==> src/rtl/fcr.sv <==
// FCR command controller: pops one command word, dispatches it to the PHF or TAP
// target, and pushes exactly one response word back for every command.

`ifndef N_TAP_CTL_SIZE
`define N_TAP_CTL_SIZE 8
`endif
`ifndef C_TARGET_PHF
`define C_TARGET_PHF 8'h01
`endif
`ifndef C_TARGET_TAP
`define C_TARGET_TAP 8'h02
`endif
`ifndef C_PHF_CLEAR
`define C_PHF_CLEAR 8'h01
`endif
`ifndef C_PHF_GET_STATUS
`define C_PHF_GET_STATUS 8'h02
`endif
`ifndef C_TAP_SET
`define C_TAP_SET 8'h01
`endif

module fcr #(
  parameter int         N_TAP_CTL_SIZE   = `N_TAP_CTL_SIZE,
  parameter logic [7:0] C_TARGET_PHF     = `C_TARGET_PHF,
  parameter logic [7:0] C_TARGET_TAP     = `C_TARGET_TAP,
  parameter logic [7:0] C_PHF_CLEAR      = `C_PHF_CLEAR,
  parameter logic [7:0] C_PHF_GET_STATUS = `C_PHF_GET_STATUS,
  parameter logic [7:0] C_TAP_SET        = `C_TAP_SET
) (
  input  logic                      clk,
  input  logic                      rst_n,
  input  logic [31:0]               cmd_data,
  input  logic                      cmd_waitreq,
  output logic                      cmd_rdreq,
  output logic [31:0]               rsp_data,
  output logic                      rsp_wrreq,
  input  logic                      rsp_waitreq,
  output logic [N_TAP_CTL_SIZE-1:0] tap_ctl,
  input  logic                      phf_clear_busy,
  input  logic                      phf_status,
  output logic                      phf_rsp_rdy,
  output logic                      phf_clear_req
);

  typedef enum logic [2:0] {
    S_IDLE, S_READ, S_LATCH, S_EXEC, S_CLR_REQ, S_CLR_BUSY, S_RESP
  } state_t;

  localparam logic [15:0] RES_OK          = 16'h0000;
  localparam logic [15:0] RES_BAD_OPCODE  = 16'hFFFF;
  localparam logic [15:0] RES_BAD_TARGET  = 16'hFFFE;
  localparam logic [15:0] RES_CLR_TIMEOUT = 16'hFFFD;

  state_t                    state_q;
  logic [31:0]               cmd_q;
  logic [7:0]                clr_cnt_q;
  logic                      cmd_rdreq_q;
  logic [31:0]               rsp_data_q;
  logic                      rsp_wrreq_q;
  logic [N_TAP_CTL_SIZE-1:0] tap_ctl_q;
  logic                      phf_rsp_rdy_q;
  logic                      phf_clear_req_q;

  logic [7:0]  cmd_target;
  logic [7:0]  cmd_opcode;
  logic [15:0] exec_result_d;
  logic        exec_clear_d;
  logic        exec_tap_d;

  assign cmd_target = cmd_q[31:24];
  assign cmd_opcode = cmd_q[23:16];

  // Decode of the latched command word, consumed only in S_EXEC.
  always_comb begin
    // NOTE: every always_comb output gets a default first so no path can infer a latch.
    exec_result_d = RES_BAD_TARGET;
    exec_clear_d  = 1'b0;
    exec_tap_d    = 1'b0;
    if (cmd_target == C_TARGET_PHF) begin
      if (cmd_opcode == C_PHF_CLEAR) begin
        exec_clear_d  = 1'b1;
        exec_result_d = RES_OK;
      end else if (cmd_opcode == C_PHF_GET_STATUS) begin
        exec_result_d = {15'b0, phf_status};
      end else begin
        exec_result_d = RES_BAD_OPCODE;
      end
    end else if (cmd_target == C_TARGET_TAP) begin
      if (cmd_opcode == C_TAP_SET) begin
        exec_tap_d    = 1'b1;
        exec_result_d = RES_OK;
      end else begin
        exec_result_d = RES_BAD_OPCODE;
      end
    end
  end

  // NOTE: sequential state uses non-blocking assignments only, so every register
  // sees pre-edge values regardless of statement order.
  always_ff @(posedge clk or negedge rst_n) begin
    if (!rst_n) begin
      state_q         <= S_IDLE;
      cmd_q           <= '0;
      clr_cnt_q       <= '0;
      cmd_rdreq_q     <= 1'b0;
      rsp_data_q      <= '0;
      rsp_wrreq_q     <= 1'b0;
      tap_ctl_q       <= '0;
      phf_rsp_rdy_q   <= 1'b0;
      phf_clear_req_q <= 1'b0;
    end else begin
      case (state_q)
        S_IDLE: begin
          if (!cmd_waitreq) begin
            cmd_rdreq_q <= 1'b1;
            state_q     <= S_READ;
          end
        end
        S_READ: begin
          cmd_rdreq_q <= 1'b0;
          state_q     <= S_LATCH;
        end
        // FIFO data appears one cycle after the read strobe.
        S_LATCH: begin
          cmd_q   <= cmd_data;
          state_q <= S_EXEC;
        end
        S_EXEC: begin
          clr_cnt_q <= '0;
          if (exec_clear_d) begin
            phf_clear_req_q <= 1'b1;
            state_q         <= S_CLR_REQ;
          end else begin
            if (exec_tap_d) begin
              tap_ctl_q <= cmd_q[N_TAP_CTL_SIZE-1:0];
            end
            rsp_data_q <= {cmd_q[31:16], exec_result_d};
            state_q    <= S_RESP;
          end
        end
        // The timeout counter spans both clear states; expiry wins over handshakes.
        S_CLR_REQ: begin
          if (clr_cnt_q == 8'hFF) begin
            phf_clear_req_q <= 1'b0;
            rsp_data_q      <= {cmd_q[31:16], RES_CLR_TIMEOUT};
            state_q         <= S_RESP;
          end else begin
            clr_cnt_q <= clr_cnt_q + 8'd1;
            if (phf_clear_busy) begin
              phf_clear_req_q <= 1'b0;
              state_q         <= S_CLR_BUSY;
            end
          end
        end
        S_CLR_BUSY: begin
          if (clr_cnt_q == 8'hFF) begin
            rsp_data_q <= {cmd_q[31:16], RES_CLR_TIMEOUT};
            state_q    <= S_RESP;
          end else if (!phf_clear_busy) begin
            rsp_data_q <= {cmd_q[31:16], RES_OK};
            state_q    <= S_RESP;
          end else begin
            clr_cnt_q <= clr_cnt_q + 8'd1;
          end
        end
        S_RESP: begin
          if (rsp_wrreq_q) begin
            rsp_wrreq_q   <= 1'b0;
            phf_rsp_rdy_q <= 1'b0;
            state_q       <= S_IDLE;
          end else if (!rsp_waitreq) begin
            rsp_wrreq_q   <= 1'b1;
            phf_rsp_rdy_q <= (cmd_target == C_TARGET_PHF);
          end
        end
        default: begin
          state_q <= S_IDLE;
        end
      endcase
    end
  end

  assign cmd_rdreq     = cmd_rdreq_q;
  assign rsp_data      = rsp_data_q;
  assign rsp_wrreq     = rsp_wrreq_q;
  assign tap_ctl       = tap_ctl_q;
  assign phf_rsp_rdy   = phf_rsp_rdy_q;
  assign phf_clear_req = phf_clear_req_q;

endmodule

==> config.mk <==
export PLATFORM = sky130hd
export DESIGN_NAME = fcr
export DESIGN_NICKNAME = d
export VERILOG_FILES = /design/src/rtl/fcr.sv
export SDC_FILE = /design/constraint.sdc
export NUM_CORES = 1
export LEC_CHECK = 0
export BUFFER_PORTS_ARGS = -buffer_cell sky130_fd_sc_hd__buf_2
export CAP_MARGIN = 20
export CORE_MARGIN = 3
export CORE_UTILIZATION = 42
export CTS_BUF_LIST = sky130_fd_sc_hd__clkbuf_8 sky130_fd_sc_hd__clkbuf_16
export DETAILED_ROUTE_END_ITERATION = 7
export PLACE_DENSITY = 0.75
export SYNTH_ARGS = -nofsm -noshare
export SYNTH_HDL_FRONTEND = slang
export SYNTH_SLANG_ARGS = --single-unit
export TNS_END_PERCENT = 20
==> constraint.sdc <==
create_clock -name clk -period 5.6 [get_ports clk]
set_clock_uncertainty 0.15 [all_clocks]
set_input_delay 1.12 -clock clk [delete_from_list [all_inputs] [get_ports clk]]
set_output_delay 1.12 -clock clk [all_outputs]
set_load 0.02 [all_outputs]
==> results of run 1 <==
[cell type report]
type                       instances  area [µm²]  area share [%]
clock buffer                       9         124            3.48
timing repair buffer              76         395            11.1
sequential                        66        1650            46.4
inverter                           4        15.0           0.422
clock inverter                     7        86.3            2.43
multi-input combinational        139        1160            32.7
tap                               96         120            3.38
[cells in the mapped netlist (3+ instances only)]
master	n
dfrtp_1	66
xnor2_1	3
mux2_4	9
buf_4	13
nand2_1	7
nor3_1	5
nor2_1	15
inv_1	4
nand4_1	3
nand3_1	5
mux2_2	41
a21oi_1	4
nand2b_1	6
clkbuf_1	6
o21ai_0	8
[power by group]
group / internal (mW) / switching, mW / total (mW) / leakage (nW)
combinational: 0.422 / 0.409 / 0.832 / 0.751
sequential: 0.668 / 0.159 / 0.827 / 0.811
clock: 0.246 / 0.178 / 0.424 / 0.116
[cell usage in the layout (no fill, tap or decap), drive strengths merged, types with 2 or more instances in the layout]
cell    netlist  layout
a21oi         4       4
o21ai         8       8
a21o          2       2
clkinv        0       3
clkbuf        6       9
bufinv        0       2
nand2         7       7
buf          15      76
dfrtp        66      66
nor2         15      15
nand3         6       6
nand3b        2       2
nand4         3       3
xnor2         3       3
inv           4       6
nand2b        6       6
mux2         50      50
or3           3       3
nor3          6       6
and3          2       2
xor2          2       2
[cells by family after synthesis]
family / synth area share, %
AOI/OAI and AO/OA: 5.67
adders and majority gates: 0.420
xor gates and xnor gates: 1.47
muxes: 20.4
DFF: 55.4
and+or+nand+nor: 11.0
buffers and inverters: 5.59
[worst max-delay path, stage by stage (launching register included)]
cell and delay (ns):
dfrtp_1 0.40, or4_4 0.55, nor3_2 0.19, nand3_2 0.16, a221o_1 0.61, buf_8 0.26
mux2_4 0.29
[routing by layer]
layer / part of all wire, % / vias to the layer above
met4: 1.5 / 0
met3: 7.9 / 9
met2: 47 / 70
li1: - / 930
met5: 0 / -
met1: 44 / 974
[how the worst max path moves through the flow]
stage | startpoint | endpoint | cells after the start
floorplan | cmd_q[19]$_DFFE_PN0P_ | rsp_data[22]$_DFFE_PN0P_ | 7
global placement | phf_clear_busy | rsp_data[20]$_DFFE_PN0P_ | 4
detailed placement | phf_clear_busy | rsp_data[17]$_DFFE_PN0P_ | 4
CTS | state_q[2]$_DFFE_PN0P_ | rsp_data[17]$_DFFE_PN0P_ | 4
global route | cmd_q[19]$_DFFE_PN0P_ | rsp_data[24]$_DFFE_PN0P_ | 6
finish | cmd_q[19]$_DFFE_PN0P_ | rsp_data[30]$_DFFE_PN0P_ | 6
[through the flow]
stage / hold WS [ns] / cell area, µm²
finish: 0.341 / 3560
global route: 0.374 / 3560
CTS: 0.351 / 3540
detailed placement: 0.334 / 3330
global placement: 0.333 / 3330
floorplan: 0.325 / 2980
[flip-flops by register name (all words and copies together), names as in the netlist]
register / flops
rsp_data: 19
phf_clear_req: 1
rsp_wrreq: 1
phf_rsp_rdy: 1
state_q: 3
cmd_rdreq: 1
cmd_q: 24
tap_ctl: 8
clr_cnt_q: 8
==> metrics.md, run 1 <==
| Metric | Value |
|---|---|
| Outcome | `complete, no violations` |
| Number of flops mapped to enable cells by yosys | `0` |
| Gate Count Post-Synth | `230` |
| Clock Path Buffers | `2` |
| Met1 Usage GRT | `between 10% and 20%` |
| Num CTS Buffers | `9` |
| Avg WL per Cell | `14.9 µm` |
| DIE AREA | `8140 µm²` |
| Via count | `1983` |
| Asr flop ratio synth | `between 90% and 100%` |
| Drt via density | `around 5` |
| FILL cells | `approximately 600` |
| Distinct cell type count after synthesis | `45` |
| Layout Utilization | `52.1%` |
| Highest Clock Rate | `365 MHz` |
| Final count of hold timing violations | `0` |
| DRC | `0` |
| First-pass GRT wire length | `about 10000 µm` |
| Worst path required time | `~5.7 ns` |
| Post-CTS Resized | `0` |
| CP Launch Type | `register` |
| Leak | `roughly 1.7 nW` |
| Top_reg_cell synth | `dfrtp_1` |
| Final HPWL DP | `about 4100 µm` |
| Setup crit end kind | `register` |
| Core footprint | `6830 µm²` |
| Fin worst setup slack | `~2.9 ns` |
| Fin crit share | `between 40% and 50%` |
| Die Wd | `90.2 µm` |
| Initial core utilization | `roughly 44%` |
| Largest net degree at the start of global routing | `67` |
| WHS Path Cells | `1` |
| Final total negative setup slack | `0 ns` |
| Synth Warn # | `0` |
| Setup CP Type | `register to register` |
| Final WL | `a little under 6000 µm` |
| Post-CTS setup buffers | `0` |
| Mapped Area | `2980 µm²` |
| RR Endpoint | `rsp_data[30]$_DFFE_PN0P_` |
| Worst hold endpoint | `cmd_rdreq$_DFFE_PN0P_` |
| Share of cells above drive strength 1 | `about half` |
| Sequential area share after synthesis | `between 50% and 60%` |
| Routability Congestion | `about 0.8` |
| Fin. max-slew vios | `0` |
| H-tree levels | `3` |
| Area Growth Syn to Fin | `19.4%` |
| Final Non-Filler Cells | `about 400` |
| CTS sink count | `66` |
| Crit path max fanout | `11` |
| First DRT Iteration DRCs | `between 100 and 150` |
| Min Tclk post-route | `between 2 and 3 ns` |
| Setup repair after global routing missed its margin | `no` |
| Syn Area/Cell | `between 10 and 15 µm²` |
| Slew Limit Headroom | `between 40% and 50%` |
| Worst-Skew Late Latency | `between 0.3 and 0.4 ns` |
| Crit Reg-Reg Startpoint | `cmd_q[19]$_DFFE_PN0P_` |
| GR peak layer | `met2` |
| Pwr Total | `2.08 mW` |
| Endpoints failing setup | `0` |
| Initial DRT Pass Iterations | `4` |
| # Max-Cap Violations | `0` |
| Leading area contributor after synthesis | `dfrtp_1` |
| Met3 GRT Util | `about 5.9%` |
| Maximum vdd drop | `0.000256 V` |
| Die extent in y | `about 90 µm` |
| CP arrival | `around 2.8 ns` |
| IO Port Bufs | `between 70 and 80` |
| GRT overflow | `0` |
| ANT nets after route | `0` |
| Tot GR Track Use | `approximately 16%` |
| Initial antenna violation count | `0` |
| Hold WC Path Type | `register to register` |
| Vias in the first global route | `approximately 2.1k` |
| Post-synth top area share | `a little under three fifths` |
| Cell Rows | `30` |
| Worst slew pin tran | `approximately 0.79 ns` |
| Final nets | `335` |
| Clock Root Buffer | `clkbuf_8` |
| Clk pin slew, worst setup/hold paths | `roughly 0.07 ns` |
| Diodes inserted | `0` |
| Syn nets | `~270` |
| Register bit total from synthesis | `66` |
| Area contributors post-synth | `dfrtp_1 55%, mux2_2 15%, mux2_4 4.5%` |
| GR Util met2 | `24.6%` |
| Pwr dens | `roughly 600 nW/µm²` |
| # hold bufs at CTS | `0` |
| Reg2reg setup slack | `roughly 2.9 ns` |
| IO Pins | `roughly 80` |
| Worst R2R Path Depth | `6` |
| TritonCTS clock tree | `done` |
| Worst hold start | `cmd_rdreq$_DFFE_PN0P_` |
| Placed Cells | `380` |
| Dpl ws | `between 2 and 3 ns` |
(Power assumes the default switching activity.)
==> run 2: changes to the inputs <==
PLACE_DENSITY = 0.78   (was 0.75)
clock period = 2.5 ns   (was 5.6 ns; I/O delays follow)
==> run 2 against run 1 <==
Effect of this change:
- critical path depth unchanged
- non-clock buffer count up 5
- combinational power up 130%
- fmax up 14%
- sequential share of layout area down 0.55 points
- register-to-register slack worse by 2.8 ns
- global-route usage down 1.0 points
- critical endpoint is now rsp_data[25]$_DFFE_PN0P_
- largest cell class unchanged
- highest routed layer unchanged
==> metrics.md, run 2 (synthesized netlist as in run 1, its figures left out) <==
| Metric | Value |
|---|---|
| Highest Clock Rate | `417 MHz` |
| FILL cells | `616` |
| Maximum vdd drop | `around 0.00069 V` |
| Worst-Skew Late Latency | `0.34 ns` |
| Highest-count cells in the layout ignoring fill and taps | `73 x buf_2, 66 x dfrtp_1, 41 x mux2_2` |
| Post-CTS setup buffers | `0` |
| Pwr Total | `~4.6 mW` |
| Routability Congestion | `about 0.77` |
| IO Port Bufs | `73` |
| Final nets | `340` |
| Register area | `between 1500 and 2000 µm²` |
| Clk pin slew, worst setup/hold paths | `roughly 0.07 ns` |
| Via count | `roughly 2k` |
| ANT nets after route | `0` |
| Area Growth Syn to Fin | `20.8%` |
| WP buf/inv | `1` |
| First-pass GRT wire length | `about 9500 µm` |
| Min Tclk post-route | `about 2.4 ns` |
| Pwr dens | `between 1000 and 1500 nW/µm²` |
| Most common cell after layout, fill and taps aside | `buf_2` |
| Reg with most FFs | `cmd_q` |
| Fin. max-slew vios | `0` |
| Leak | `between 1.5 and 2 nW` |
| Final Non-Filler Cells | `approximately 400` |
| IO Pins | `a little over 80` |
| Final HPWL DP | `4160 µm` |
| Hold WC Path Type | `input pin to asynchronous set/reset pin` |
| Slowest-stage cell, CP | `or4_4` |
| Initial core utilization | `43.6%` |
| DIE AREA | `slightly above 8000 µm²` |
| Core footprint | `a little under 7000 µm²` |
| Delay-heaviest family, CP | `simple AND/OR/NAND/NOR gates` |
| First DRT Iteration DRCs | `57` |
| Fin worst setup slack | `0.100 ns` |
| H-tree levels | `3` |
| Setup CP Type | `register to register` |
| Die extent in y | `~90 µm` |
| Worst path required time | `between 2 and 3 ns` |
| Worst slew pin tran | `0.710 ns` |
| Max incr delay on CP | `between 0.5 and 0.6 ns` |
| Crit path max fanout | `9` |
| Share of cells above drive strength 1 | `between 50 and 60%` |
| Tot GR Track Use | `roughly 15%` |
| CP Launch Type | `register` |
| Cell Rows | `30` |
| DRC | `0` |
| Die Wd | `between 90 and 100 µm` |
| Drt via density | `~5` |
| Avg WL per Cell | `about 14 µm` |
| Final count of hold timing violations | `0` |
| Fin crit share | `96.0%` |
| Endpoints failing setup | `0` |
| Num CTS Buffers | `9` |
| Dpl ws | `approximately 0.048 ns` |
| # Max-Cap Violations | `0` |
| Setup crit end kind | `register` |
| Diodes inserted | `0` |
| Slew Limit Headroom | `between 50% and 60%` |
| GRT overflow | `0` |
| Placed Cells | `386` |
| Final WL | `~5600 µm` |
| Clock Root Buffer | `clkbuf_8` |
| Largest net degree at the start of global routing | `32` |
| Clock Path Buffers | `2` |
| Final total negative setup slack | `0 ns` |
| TritonCTS clock tree | `done` |
| Outcome | `complete, no violations` |
| Initial antenna violation count | `0` |
| Initial DRT Pass Iterations | `4` |
| Multi-input gate area in the final layout | `about 1200 µm²` |
| CTS sink count | `66` |
| CP arrival | `approximately 2.5 ns` |
| Flip-flop count of the largest register after layout | `24` |
| Crit-path cells | `or4_4, nor3_4, nand3_2, a221o_1, buf_4, mux2_4` |
| Vias in the first global route | `approximately 2k` |
==> run 2: worst paths after layout <==
kind | start | to | slack, ns | cells after the start
min reg2reg | cmd_rdreq$_DFFE_PN0P_ | cmd_rdreq$_DFFE_PN0P_ | 0.35 | 1
max | cmd_q[19]$_DFFE_PN0P_ | rsp_data[25]$_DFFE_PN0P_ | 0.10 | 6
max in group asynchronous | rst_n | clr_cnt_q[6]$_DFFE_PN0P_ | 1.54 | 2
max reg2reg | cmd_q[19]$_DFFE_PN0P_ | rsp_data[25]$_DFFE_PN0P_ | 0.10 | 6
min | rst_n | tap_ctl[1]$_DFFE_PN0P_ | 0.05 | 1
min in group clk | cmd_data[17] | cmd_q[17]$_DFFE_PN0P_ | 0.23 | 2
==> run 2: final cells by class <==
class                   instances  area share (%)
flip-flops and latches         66            45.9
clock buffers                  10            3.82
well taps                      96            3.34
repair buffers                 81            12.2
multi-input cells             139            32.5
clock inverters                 6            1.84
inverters                       4           0.417
==> run 2: stage by stage <==
step	utilization, %	cell area (µm²)	hold slack, ns
after global routing	52.7	3600	0.0808
after floorplan	-	2980	0.0544
after CTS	52.6	3590	0.0586
after detailed placement	49.6	3390	0.340
after global placement	49.6	3390	0.328
final	52.7	3600	0.0536
==> run 2: power by group <==
part / switching [mW] / total, mW / leakage (nW) / internal, mW
Clock: 0.404 / 0.893 / 0.106 / 0.488
Combinational: 0.926 / 1.89 / 0.782 / 0.966
Sequential: 0.329 / 1.82 / 0.811 / 1.50
==> run 2: metal layers <==
metal / vias to the layer above / global-route usage [%] / part of all wire [%]
met2: 67 / 21.8 / 44
met5: - / 0 / 0
li1: 950 / - / -
met3: 11 / 6.28 / 8.3
met4: 0 / 6.51 / 1.9
met1: 947 / 18.8 / 46
==> run 2: repair_timing <==
action	4_1_cts	5_1_grt
hold buffers	0	0
setup endpoints to repair	0	13
resized for setup	0	1
